===== config.mk =====
export PLATFORM = sky130hd
export DESIGN_NAME = qs_fifo_flex
export DESIGN_NICKNAME = d
export VERILOG_FILES = /design/src/rtl/qs_fifo_pkg.sv /design/src/rtl/qs_fifo_ptr.sv /design/src/rtl/qs_fifo_flex.sv
export SDC_FILE = /design/constraint.sdc
export NUM_CORES = 1
export LEC_CHECK = 0
export CAP_MARGIN = 30
export CORE_ASPECT_RATIO = 1.75
export CORE_MARGIN = 2
export CORE_UTILIZATION = 36
export DETAILED_ROUTE_END_ITERATION = 6
export GPL_ROUTABILITY_DRIVEN = 0
export HOLD_SLACK_MARGIN = 0.15
export MAX_ROUTING_LAYER = met4
export PLACE_DENSITY = 0.58
export SLEW_MARGIN = 10
export SYNTH_ARGS = -nofsm -noshare
export SYNTH_HDL_FRONTEND = slang
export SYNTH_HIERARCHICAL = 1
export SYNTH_SLANG_ARGS = --single-unit

===== constraint.sdc =====
create_clock -name clk -period 5.7 [get_ports clk]
set_input_delay 0.855 -clock clk [delete_from_list [all_inputs] [get_ports clk]]
set_output_delay 0.855 -clock clk [all_outputs]
set_load 0.005 [all_outputs]

===== src/rtl/qs_fifo_pkg.sv =====
// Shared helpers and types for the qs FIFO family.
// Width functions keep count and pointer sizing consistent across instances.
package qs_fifo_pkg;

  function automatic int cnt_w(input int depth);
    return $clog2(depth + 1);
  endfunction

  function automatic int ptr_w(input int depth);
    return (depth < 2) ? 1 : $clog2(depth);
  endfunction

  typedef struct packed {
    logic overflow;
    logic underflow;
  } qs_fifo_err_t;

endpackage


===== src/rtl/qs_fifo_ptr.sv =====
// Wrap-around pointer for a FIFO of arbitrary DEPTH (non-power-of-2 allowed).
// Wrap is an explicit compare against DEPTH-1, not binary rollover.
module qs_fifo_ptr
  import qs_fifo_pkg::*;
#(
  parameter int DEPTH = 4
) (
  input  logic                     clk,
  input  logic                     reset_n,
  input  logic                     en,
  output logic [ptr_w(DEPTH)-1:0]  ptr
);

  localparam int PW = ptr_w(DEPTH);
  localparam logic [PW-1:0] LAST = PW'(DEPTH - 1);

  always_ff @(posedge clk or negedge reset_n) begin
    if (!reset_n) begin
      ptr <= '0;
    end else if (en) begin
      ptr <= (ptr == LAST) ? '0 : ptr + 1'b1;
    end
  end

endmodule


===== src/rtl/qs_fifo_flex.sv =====
// Single-clock show-ahead FIFO with occupancy count and programmable flags.
// Define QS_FIFO_ERR_EN to add sticky overflow/underflow flags with err_clr_i.
module qs_fifo_flex
  import qs_fifo_pkg::*;
#(
  parameter int DATA_W    = 8,
  parameter int DEPTH     = 4,
  parameter int AFULL_TH  = DEPTH - 1,
  parameter int AEMPTY_TH = 1
) (
  input  logic                     clk,
  input  logic                     reset_n,
  input  logic                     push_i,
  input  logic [DATA_W-1:0]        push_data_i,
  input  logic                     pop_i,
  output logic [DATA_W-1:0]        pop_data_o,
  output logic                     full_o,
  output logic                     empty_o,
  output logic                     almost_full_o,
  output logic                     almost_empty_o,
  output logic [cnt_w(DEPTH)-1:0]  count_o
`ifdef QS_FIFO_ERR_EN
  ,
  input  logic                     err_clr_i,
  output logic                     overflow_o,
  output logic                     underflow_o
`endif
);

  localparam int CW = cnt_w(DEPTH);
  localparam int PW = ptr_w(DEPTH);

  logic [DATA_W-1:0] mem [DEPTH];
  logic [PW-1:0]     wr_ptr;
  logic [PW-1:0]     rd_ptr;
  logic [CW-1:0]     count_reg;
  logic [CW-1:0]     count_next;
  logic              push_acc;
  logic              pop_acc;

  // A pop frees a slot in the same edge, so a full FIFO can still accept a push.
  assign pop_acc  = pop_i & ~empty_o;
  assign push_acc = push_i & (~full_o | pop_i);

  qs_fifo_ptr #(.DEPTH(DEPTH)) u_wr_ptr (
    .clk     (clk),
    .reset_n (reset_n),
    .en      (push_acc),
    .ptr     (wr_ptr)
  );

  qs_fifo_ptr #(.DEPTH(DEPTH)) u_rd_ptr (
    .clk     (clk),
    .reset_n (reset_n),
    .en      (pop_acc),
    .ptr     (rd_ptr)
  );

  always_ff @(posedge clk) begin
    if (push_acc) begin
      mem[wr_ptr] <= push_data_i;
    end
  end

  always_comb begin
    count_next = count_reg;
    if (push_acc && !pop_acc) begin
      count_next = count_reg + 1'b1;
    end else if (pop_acc && !push_acc) begin
      count_next = count_reg - 1'b1;
    end
  end

  always_ff @(posedge clk or negedge reset_n) begin
    if (!reset_n) begin
      count_reg <= '0;
    end else begin
      count_reg <= count_next;
    end
  end

  // Flags come only from the registered count, never from the request inputs.
  assign count_o        = count_reg;
  assign empty_o        = (count_reg == '0);
  assign full_o         = (count_reg == CW'(DEPTH));
  assign almost_full_o  = (count_reg >= CW'(AFULL_TH));
  assign almost_empty_o = (count_reg <= CW'(AEMPTY_TH));
  assign pop_data_o     = empty_o ? '0 : mem[rd_ptr];

`ifdef QS_FIFO_ERR_EN
  qs_fifo_err_t err_reg;
  qs_fifo_err_t err_next;
  logic         ovf_set;
  logic         unf_set;

  assign ovf_set = push_i & full_o & ~pop_i;
  assign unf_set = pop_i & empty_o;

  // A new error in the clearing cycle must survive the clear.
  always_comb begin
    err_next           = err_reg;
    err_next.overflow  = ovf_set | (err_reg.overflow  & ~err_clr_i);
    err_next.underflow = unf_set | (err_reg.underflow & ~err_clr_i);
  end

  always_ff @(posedge clk or negedge reset_n) begin
    if (!reset_n) begin
      err_reg <= '0;
    end else begin
      err_reg <= err_next;
    end
  end

  assign overflow_o  = err_reg.overflow;
  assign underflow_o = err_reg.underflow;
`endif

endmodule


# Yosys cells after proc, flatten, opt, wreduce, memory -nomap -nowiden
# Memories as Yosys holds them, arrays and structs flattened.
# Cells that the tools add are included.
[word_totals]
memories = 1
word_cells = 31
input_bits = 12
mem_bits_rw = 32
register_bits = 7
out_inout_bits = 15
[op_classes]
add_sub_neg = 4
order_cmp = 2
n_reduce_logical = 6
bitwise_logic = 5
n_mux = 7
n_eq_ne = 3
[memory_table]
columns = ["name", "depth", "word_bits", "rd", "rd_clocked_by_memory_dff", "write_ports", "line_no", "text"]
rows = [
  ["mem", 4, 8, 1, 0, 1, "qs_fifo_flex.sv:33", "logic [DATA_W-1:0] mem [DEPTH];"],
]
[op_table]
columns = ["cell", "n"]
rows = [
  ["$mux 8", 1],
  ["$mux 3", 2],
  ["$add 2x1->2 const B", 2],
  ["$eq 2x2->1 const B", 2],
  ["$mux 2", 2],
  ["$add 3x1->3 const B", 1],
  ["$eq 3x3->1 const B", 1],
  ["$ge 3x2->1 const B", 1],
  ["$le 3x1->1 const B", 1],
  ["$logic_not 3->1", 1],
  ["$sub 3x1->3 const B", 1],
  ["$and 1x1->1", 2],
  ["$logic_and 1x1->1", 2],
  ["$logic_not 1->1", 2],
  ["$mux 1", 2],
  ["$not 1->1", 2],
  ["$reduce_bool 2->1", 1],
  ["$or 1x1->1", 1],
]

# Logic depth before layout (Yosys ltp)
# Gate-level depths: netlist (run 1).
[logic_depth]
depth_word = 8
ltp_mapped = 8
ltp_nobuf = 7

# Hierarchy
# The synthesis (run 1) kept the hierarchy.
[by_module_without_submodules]
columns = ["mod", "area_each_um2", "instances", "seq_area_each_um2", "cells_per_inst"]
rows = [
  ["qs_fifo_flex", 1530.2, 1, 1036.0, 86],
  ["qs_fifo_ptr", 88.8, 2, 50.0, 6],
]

# Worst setup path after synthesis (run 1)
# Ideal clock, no wire load.
[synth_path]
path_type = "in2reg"
start = "input pop_i"
end = "memory mem[0][0] (enable)"
path_buffers = 0
setup_slack_ps = 3294
cell_stages = 2
arrival_time_ps = 2009
required_time_ps = 5302
setup_time_ps = 398
path_cell_list = "and3b_1 nor4b_1"
[synth_via]
elab_chain_cells = 4
[synth_lines]
columns = ["item", "line_no", "text"]
rows = [
  ["start, declared", "qs_fifo_flex.sv:15", "input logic pop_i,"],
  ["$or 1x1->1", "qs_fifo_flex.sv:43", "assign push_acc = push_i & (~full_o | pop_i);"],
  ["$and 1x1->1", "qs_fifo_flex.sv:43", ""],
  ["$mux 1", "qs_fifo_flex.sv:60", "if (push_acc) begin"],
  ["$mux 1 (not written as such)", "qs_fifo_flex.sv:61", "mem[wr_ptr] <= push_data_i;"],
  ["end, declared", "qs_fifo_flex.sv:33", ""],
]
# No other way between the ends.

# Final worst setup path (run 1)
[layout_path]
start = "register u_rd_ptr.ptr[0]"
end = "output pop_data_o[4]"
[layout_via]
elab_chain_cells = 2
[layout_lines]
columns = ["item", "line_no", "text"]
rows = [
  ["start, declared", "qs_fifo_ptr.sv:11", "output logic [ptr_w(DEPTH)-1:0] ptr"],
  ["start signal, assigned", "qs_fifo_ptr.sv:21", "ptr <= (ptr == LAST) ? '0 : ptr + 1'b1;"],
  ["$mem_v2 4x8", "n/a", ""],
  ["$mux 8", "qs_fifo_flex.sv:88", "assign pop_data_o = empty_o ? '0 : mem[rd_ptr];"],
  ["end, declared", "qs_fifo_flex.sv:16", "output logic [DATA_W-1:0] pop_data_o,"],
]
# No other way between the ends.

==> impl_metrics.env, run 1 <==
export IMPL_status="completed"
export IMPL_use_met3=0.02714
export IMPL_clk_path_buf_depth=2
export IMPL_synth_area_top_cells="edfxtp_1, mux4_2, dfrtp_1"
export IMPL_antenna_left=0
export IMPL_firstDrtPassIters=2
export IMPL_fin_tns_setup_ps=0
export IMPL_clk_pin_slew_ps=70
export IMPL_netlist_area_um2=1708
export IMPL_drc_errors=0
export IMPL_final_nets=151
export IMPL_num_rows=33
export IMPL_die_h_um=95.12
export IMPL_cellLeakagePower_nw=0.7964
export IMPL_grt_pass1_wl_um=4947
export IMPL_nFillCells=418
export IMPL_timing_final_crit_share=0.5325
export IMPL_yosys_area_top_type="edfxtp_1"
export IMPL_rsz0062_at_grt="no"
export IMPL_async_flop_share=0.1795
export IMPL_ys_flop_type="edfxtp_1"
export IMPL_clkLatencyLatePin_ps=280
export IMPL_synthToLayoutAreaGrowth_pct=27.25
export IMPL_period_needed_ps=3035
export IMPL_drtIter0Drc=12
export IMPL_synthXorXnorAreaFrac=0.01026
export IMPL_synthSimpleGateAreaFrac=0.09451
export IMPL_clock_fmax_ghz=0.3295
export IMPL_layout_commonest_cell="edfxtp_1"
export IMPL_r2r_cells=7
export IMPL_syn_instance_count=98
export IMPL_cp_required_ps=4850
export IMPL_drt_wl_total_um=2930
export IMPL_antenna_found_initial=0
export IMPL_numPortBuffers=26
export IMPL_path_class="reg -> out"
export IMPL_slew_viol_final=0
export IMPL_multiInputGateArea_um2=538.0
export IMPL_yosysTopAreaCellShare=0.5626
export IMPL_initial_utilization=0.3693
export IMPL_setup_viol_count_final=0
export IMPL_cts_root_buffer="clkbuf_8"
export IMPL_post_cts_buffers=0
export IMPL_clock_skew_ps=3.736
export IMPL_synth_top_family_by_area="multiplexers"
export IMPL_worst_pin_slew_ps=589.5
export IMPL_avgSynthCellArea_um2=17.43
export IMPL_clock_sinks=39
export IMPL_postLayoutCellArea_um2=2173
export IMPL_synth_nets=118
export IMPL_top_usage_layer="met2"
export IMPL_met1_usage=0.1200
export IMPL_overflow=0
export IMPL_drive_gt1_frac=0.1742
export IMPL_ys_seq_area_frac=0.6652
export IMPL_grt_max_degree=14
export IMPL_htree_levels=2
export IMPL_synth_compound_area_share=0.01978
export IMPL_grt_use_total=0.1294
export IMPL_ff_latch_area_um2=1136
export IMPL_hold_buffers=0
export IMPL_viasPerCell=5.027
export IMPL_finish_utilization=0.4700
export IMPL_cts_tree="done"
export IMPL_ir_drop_uv=357.5
export IMPL_synth_seq_cells=39
export IMPL_io_pins=27
export IMPL_wl_per_cell_um=15.92
export IMPL_n_antenna_cell=0
export IMPL_arrival_ps=2180
export IMPL_hold_path_class="reg -> reg"
export IMPL_power_density_nw_per_um2=532.8
export IMPL_end_kind="output pin"
export IMPL_placed_cell_area_um2=2037
export IMPL_numCtsBuffers=5
export IMPL_final_hold_viol_count=0
export IMPL_die_width_um=56.07
export IMPL_synth_edf_count=32
export IMPL_final_cell_mix="edfxtp_1, clkdlybuf4s50_1, and2_1, mux4_2, ha_1"
export IMPL_coreArea_um2=4624
export IMPL_grt_use_met2=0.2490
export IMPL_dp_hpwl_um=2155
export IMPL_num_vias=925
export IMPL_grt_pass1_vias=1028
export IMPL_synth_distinct_cells=24
export IMPL_synthAdderAreaFrac=0.05861
export IMPL_synth_mux_area_fraction=0.1319
export IMPL_die_area_um2=5333
export IMPL_yosysWarnings=6
export IMPL_r2r_slack_ps=3510
export IMPL_startpoint_type="flip-flop"
export IMPL_max_cap_viol_count=0
export IMPL_post_cts_resized=0
export IMPL_critPathMaxFanout=11
export IMPL_max_slew_margin=0.6070
export IMPL_min_path_cells=1
-- flip-flops by register name (all words and copies together) (netlist names) --
register and count:
mem 32, u_rd_ptr/ptr 2, u_wr_ptr/ptr 2, count_o 3
-- worst paths after layout --
path / startpoint / end
worst min register to register: count_o[0] / count_o[0]
worst max register to register: count_o[0] / count_o[2]
worst min-delay path: count_o[0] / count_o[0]
max in group asynchronous: reset_n / u_rd_ptr/ptr[1]
worst max-delay path: u_rd_ptr/ptr[0] / pop_data_o[4]
min in group asynchronous: reset_n / count_o[2]
-- routing by layer --
metal	routed length (um)	share of wire
met1	1004	0.34
met3	115	0.039
met4	63	0.022
met5	0	0
met2	1747	0.60
-- worst max-delay path, cell delays in order, from the launching register on --
cell and delay (ps):
dfrtp_1 720, mux4_2 570, and2_1 170, clkdlybuf4s50_1 440
-- cells in the mapped netlist (all sizes together) (2+ instances only) --
cell    count
nor4b       2
mux2        4
mux4        8
edfxtp     32
ha          8
dfrtp       7
o21ai       2
and2       10
inv         4
nand2       2
nor2        4
nor4bb      2
clkbuf      2
-- cell type report --
type | instances | share of cell area
sequential | 39 | 0.5227
clock inverter | 3 | 0.03109
tap | 52 | 0.02994
clock buffer | 5 | 0.03166
multi-input combinational | 52 | 0.2476
timing repair buffer | 29 | 0.1301
inverter | 4 | 0.006908
-- through the flow --
stage / cells / hold WS (ps) / setup slack [ps] / power, mW
floorplan: 98 / 505.5 / 3294 / 0.6951
global placement: 176 / 549.6 / 2899 / 0.8970
detailed placement: 176 / 578.1 / 2861 / 0.9112
CTS: 184 / 595.0 / 2610 / 1.179
global route: 184 / 638.5 / 2500 / 1.235
finish: 184 / 576.6 / 2665 / 1.158
-- cell families (layout without fill, tap and decap cells) --
| family | after synthesis | count (layout) |
|---|---|---|
| mux | 12 | 12 |
| buf+inv | 7 | 41 |
| fa+ha+maj | 8 | 8 |
| simple gates | 25 | 25 |
| compound gates | 5 | 5 |
| flops | 39 | 39 |
| xor+xnor | 2 | 2 |
-- power breakdown --
part / internal [mW] / switching (mW)
Clock: 0.174 / 0.0908
Combinational: 0.283 / 0.157
Sequential: 0.384 / 0.0691
Power figures use the tool's default switching activity.
==> run 2: changes to the inputs <==
--- a/config.mk
+++ b/config.mk
@@ -13,7 +13,7 @@
 export GPL_ROUTABILITY_DRIVEN = 0
 export HOLD_SLACK_MARGIN = 0.15
 export MAX_ROUTING_LAYER = met4
-export PLACE_DENSITY = 0.58
+export PLACE_DENSITY = 0.6
 export SLEW_MARGIN = 10
 export SYNTH_ARGS = -nofsm -noshare
 export SYNTH_HDL_FRONTEND = slang
==> constraint.sdc (replaced) <==
create_clock -name clk -period 2.49 [get_ports clk]
set_input_delay 0.3735 -clock clk [delete_from_list [all_inputs] [get_ports clk]]
set_output_delay 0.3735 -clock clk [all_outputs]
set_load 0.005 [all_outputs]
==> run 2 against run 1 <==
Against the previous run: sequential power increased by 130%; wire length decreased by 5.6%; final cell count unchanged; power increased by 110%; count of clock-buffer cells in the layout increased by 3; global-route usage decreased by 1.0 points; via count increased by 1.9%; flip-flop and latch count unchanged; die area unchanged; critical endpoint is now pop_data_o[3].
==> impl_metrics.env, run 2 (same netlist as run 1, synthesis figures left out) <==
export IMPL_crit_path_max_incr_delay_ps=570
export IMPL_holdWs_ps=359.4
export IMPL_critPathMaxFanout=11
export IMPL_arrival_ps=2000
export IMPL_finish_utilization=0.4589
export IMPL_cts_root_buffer="clkbuf_8"
export IMPL_crit_slowest_cell="dfrtp_2"
export IMPL_numCtsBuffers=5
export IMPL_setup_viol_count_final=0
export IMPL_cp_top_family="flip-flops"
export IMPL_io_pins=27
export IMPL_fin_tns_setup_ps=0
export IMPL_slew_viol_final=0
export IMPL_grt_max_degree=12
export IMPL_rsz0062_at_grt="no"
export IMPL_instances_no_fill=184
export IMPL_regMostFlops="mem"
export IMPL_numPortBuffers=26
export IMPL_timing_final_crit_share=0.9527
export IMPL_hold_path_class="in -> async"
export IMPL_grt_pass1_wl_um=4547
export IMPL_clk_path_buf_depth=2
export IMPL_path_class="reg -> out"
export IMPL_setup_slack_ps=117.8
export IMPL_overflow=0
export IMPL_path_cells="mux4_2 > and2_1 > clkdlybuf4s50_1"
export IMPL_wl_per_cell_um=15.03
export IMPL_pre_cts_ws_ps=190.8
export IMPL_postLayoutCellArea_um2=2122
export IMPL_status="completed"
export IMPL_cts_tree="done"
export IMPL_startpoint_type="flip-flop"
export IMPL_die_width_um=56.07
export IMPL_viasPerCell=5.125
export IMPL_cp_num_buf_inv=1
export IMPL_num_rows=33
export IMPL_die_h_um=95.12
export IMPL_initial_utilization=0.3693
export IMPL_hold_buffers=0
export IMPL_antenna_found_initial=0
export IMPL_clock_fmax_ghz=0.4215
export IMPL_drt_wl_total_um=2766
export IMPL_place_inst=176
export IMPL_drtIter0Drc=8
export IMPL_clock_sinks=39
export IMPL_ir_drop_uv=672.5
export IMPL_worst_pin_slew_ps=439.7
export IMPL_coreArea_um2=4624
export IMPL_clkLatencyLatePin_ps=280
export IMPL_grt_pass1_vias=933
export IMPL_finalPower_mw=2.429
export IMPL_largest_reg_flops=32
export IMPL_layout_commonest_cell="edfxtp_1"
export IMPL_clock_skew_ps=4.772
export IMPL_die_area_um2=5333
export IMPL_final_cell_mix="edfxtp_1, clkdlybuf4s50_1, and2_1, mux4_2, ha_1"
export IMPL_final_nets=151
export IMPL_htree_levels=2
export IMPL_cp_required_ps=2120
export IMPL_grt_use_total=0.1194
export IMPL_period_needed_ps=2372
export IMPL_power_density_nw_per_um2=1145
export IMPL_antenna_left=0
export IMPL_n_antenna_cell=0
export IMPL_placed_cell_area_um2=2037
export IMPL_drive_gt1_frac=0.1742
export IMPL_dp_hpwl_um=1993
export IMPL_num_vias=943
export IMPL_max_slew_margin=0.7069
export IMPL_clk_pin_slew_ps=70
export IMPL_end_kind="output pin"
export IMPL_drc_errors=0
export IMPL_cellLeakagePower_nw=0.7697
export IMPL_firstDrtPassIters=4
export IMPL_synthToLayoutAreaGrowth_pct=24.25
export IMPL_final_hold_viol_count=0
export IMPL_max_cap_viol_count=0
[run 2: cell types whose count changed in the layout (fill, tap and decap cells not counted)]
cell        before  now
nand2b_2         0    1
clkinvlp_4       1    0
bufinv_16        2    0
dfrtp_1          7    5
nand2b_1         1    0
clkbuf_1         0    3
dfrtp_2          0    2
[run 2: worst reg2reg max path: cells and delay by family (launching register included)]
kind,cells,cell delay [ps]
AO/OA/AOI/OAI,2,480
adder cells (fa/ha/maj),2,570
buffers and inverters,1,120
flip-flops,1,410
AND/OR/NAND/NOR,2,460
[run 2: timing repair]
item | in CTS | in global routing
pin swaps | 0 | 0
endpoints found under the setup margin | 8 | 2
resized for setup | 2 | 1
buffers inserted | 0 | 0
[run 2: path summary, 6_finish.rpt]
check | endpoint | depth (start not counted) | startpoint | slack (ps)
max reg2reg | count_o[2] | 7 | count_o[1] | 350
max in group asynchronous | u_rd_ptr/ptr[0] | 1 | reset_n | 1850
min reg2reg | count_o[0] | 1 | count_o[0] | 530
min in group clk | count_o[0] | 1 | count_o[0] | 530
min | u_wr_ptr/ptr[1] | 1 | reset_n | 360
max | pop_data_o[3] | 3 | u_rd_ptr/ptr[0] | 120
[run 2: routing by layer]
metal	part of all wire	global-route usage	vias to the layer above
met5	0	-	-
met4	0.021	0.05952	0
met3	0.055	0.03528	5
met2	0.54	0.2010	29
met1	0.38	0.1275	467
li1	-	-	442
[run 2: where the power goes]
part	internal [mW]	leakage, nW	switching, mW
clock network	0.198	0.0395	0.186
logic	0.651	0.355	0.352
registers	0.882	0.375	0.159
total	1.73	0.770	0.697
[run 2: layout make-up]
| cell class | instances | area (um2) |
|---|---|---|
| timing repair buffer | 29 | 282.8 |
| multi-input combinational | 52 | 540.5 |
| fill | 441 | 2502 |
| inverter | 4 | 15.01 |
| tap | 52 | 65.06 |
| clock buffer | 8 | 80.08 |
| sequential | 39 | 1139 |
==> run 3: changes to the inputs <==
--- a/config.mk
+++ b/config.mk
@@ -7,7 +7,6 @@
 export LEC_CHECK = 0
 export CAP_MARGIN = 30
 export CORE_ASPECT_RATIO = 1.75
-export CORE_MARGIN = 2
 export CORE_UTILIZATION = 36
 export DETAILED_ROUTE_END_ITERATION = 6
 export GPL_ROUTABILITY_DRIVEN = 0
==> run 3 against run 2 <==
Against the previous run: combinational power about the same; first-iteration DRC count increased by 75%; power increased by 0.95%; die area decreased by 5.6%; wire length increased by 7.2%; clock skew increased by 5.0 ps.
==> impl_metrics.env, run 3 (same netlist as run 1, synthesis figures left out) <==
export IMPL_wl_per_cell_um=16.11
export IMPL_dp_hpwl_um=2164
export IMPL_instances_no_fill=184
export IMPL_place_inst=176
export IMPL_grt_max_degree=12
export IMPL_clock_sinks=39
export IMPL_overflow=0
export IMPL_crit_path_max_incr_delay_ps=570
export IMPL_max_slew_margin=0.7067
export IMPL_viasPerCell=5.120
export IMPL_status="completed"
export IMPL_power_density_nw_per_um2=1152
export IMPL_antenna_left=0
export IMPL_largest_reg_flops=32
export IMPL_drtIter0Drc=14
export IMPL_wl_met2_um=1730
export IMPL_n_antenna_cell=0
export IMPL_dr_max_layer_used="met4"
export IMPL_ir_drop_uv=631.3
export IMPL_clkLatencyLatePin_ps=290
export IMPL_coreArea_um2=4484
export IMPL_regMostFlops="mem"
export IMPL_worst_pin_slew_ps=439.6
export IMPL_pre_cts_ws_ps=148.8
export IMPL_grt_pass1_wl_um=4747
export IMPL_cts_tree="done"
export IMPL_slew_viol_final=0
export IMPL_crit_slowest_cell="dfrtp_2"
export IMPL_finalPower_mw=2.452
export IMPL_cellLeakagePower_nw=0.7783
export IMPL_final_cell_mix="edfxtp_1, clkdlybuf4s50_1, and2_1, mux4_2, ha_1"
export IMPL_num_vias=942
export IMPL_clk_pin_slew_ps=80
export IMPL_path_cells="mux4_2 > and2_1 > clkdlybuf4s50_1"
export IMPL_die_area_um2=5034
export IMPL_cts_root_buffer="clkbuf_8"
export IMPL_drive_gt1_frac=0.1805
export IMPL_synthToLayoutAreaGrowth_pct=24.62
export IMPL_final_hold_viol_count=0
export IMPL_critPathMaxFanout=11
export IMPL_drc_errors=0
export IMPL_hold_path_class="in -> async"
export IMPL_end_kind="output pin"
export IMPL_cp_required_ps=2120
export IMPL_timing_final_crit_share=0.9531
export IMPL_numCtsBuffers=5
export IMPL_layout_commonest_cell="edfxtp_1"
export IMPL_drt_wl_total_um=2965
export IMPL_dr_wl_met3_um=109
export IMPL_startpoint_type="flip-flop"
export IMPL_io_pins=27
export IMPL_period_needed_ps=2373
export IMPL_antenna_found_initial=0
export IMPL_setup_slack_ps=116.8
export IMPL_numPortBuffers=26
export IMPL_clock_fmax_ghz=0.4214
export IMPL_grt_pass1_vias=966
export IMPL_fin_tns_setup_ps=0
export IMPL_arrival_ps=2000
export IMPL_finish_utilization=0.4746
export IMPL_clock_skew_ps=9.735
export IMPL_htree_levels=2
export IMPL_firstDrtPassIters=4
export IMPL_die_h_um=93.12
export IMPL_initial_utilization=0.3809
export IMPL_die_width_um=54.07
export IMPL_path_class="reg -> out"
export IMPL_max_cap_viol_count=0
export IMPL_rsz0062_at_grt="no"
export IMPL_final_nets=152
export IMPL_setup_viol_count_final=0
export IMPL_met1Wirelength_um=1083
export IMPL_num_rows=32
export IMPL_grt_use_total=0.1428
export IMPL_clk_path_buf_depth=2
run 3: metal layers:
| metal | vias to the layer above | track usage |
|---|---|---|
| met3 | 4 | 0.02927 |
| met2 | 25 | 0.2521 |
| met5 | - | - |
| li1 | 442 | - |
| met1 | 471 | 0.1432 |
| met4 | 0 | 0.06410 |
run 3: cell type report:
type | instances | area, um2
Multi-Input combinational cell | 52 | 540.5
Tap cell | 51 | 63.81
Sequential cell | 39 | 1137
Clock inverter | 1 | 5.005
Fill cell | 409 | 2356
Inverter | 4 | 15.01
Clock buffer | 7 | 76.32
Timing Repair Buffer | 30 | 290.3
run 3: final timing paths:
path | from | endpoint | slack [ps] | cells past startpoint
worst max-delay path | u_rd_ptr/ptr[0] | pop_data_o[7] | 120 | 3
worst min-delay path | reset_n | u_wr_ptr/ptr[0] | 350 | 1
worst max register to register | count_o[1] | count_o[2] | 300 | 7
worst min register to register | count_o[1] | count_o[1] | 580 | 2
max in group asynchronous | reset_n | u_rd_ptr/ptr[0] | 1850 | 1
min in group clk | count_o[1] | count_o[1] | 580 | 2
run 3: report_power, final:
group          switching (mW)  internal, mW
registers               0.154         0.881
logic                   0.361         0.662
clock network           0.199         0.196
total                   0.713          1.74
run 3: timing repair:
action	CTS	global route
hold buffers	0	0
endpoints found under the setup margin	8	0
gates resized for setup	2	0
setup buffers	0	0
run 3: per-stage QoR:
step                cell area [um2]  hold WS, ps
global placement               2043        556.2
global route                   2128        363.5
finish                         2128        351.1
CTS                            2128        359.8
floorplan                      1708        77.91
detailed placement             2043        577.9
run 3: worst max-delay path, delay by kind of cell, from the launching register on:
kind,cells,cell delay (ps)
muxes,1,550
and+or+nand+nor,1,170
buffers and inverters,1,440
DFF,1,570
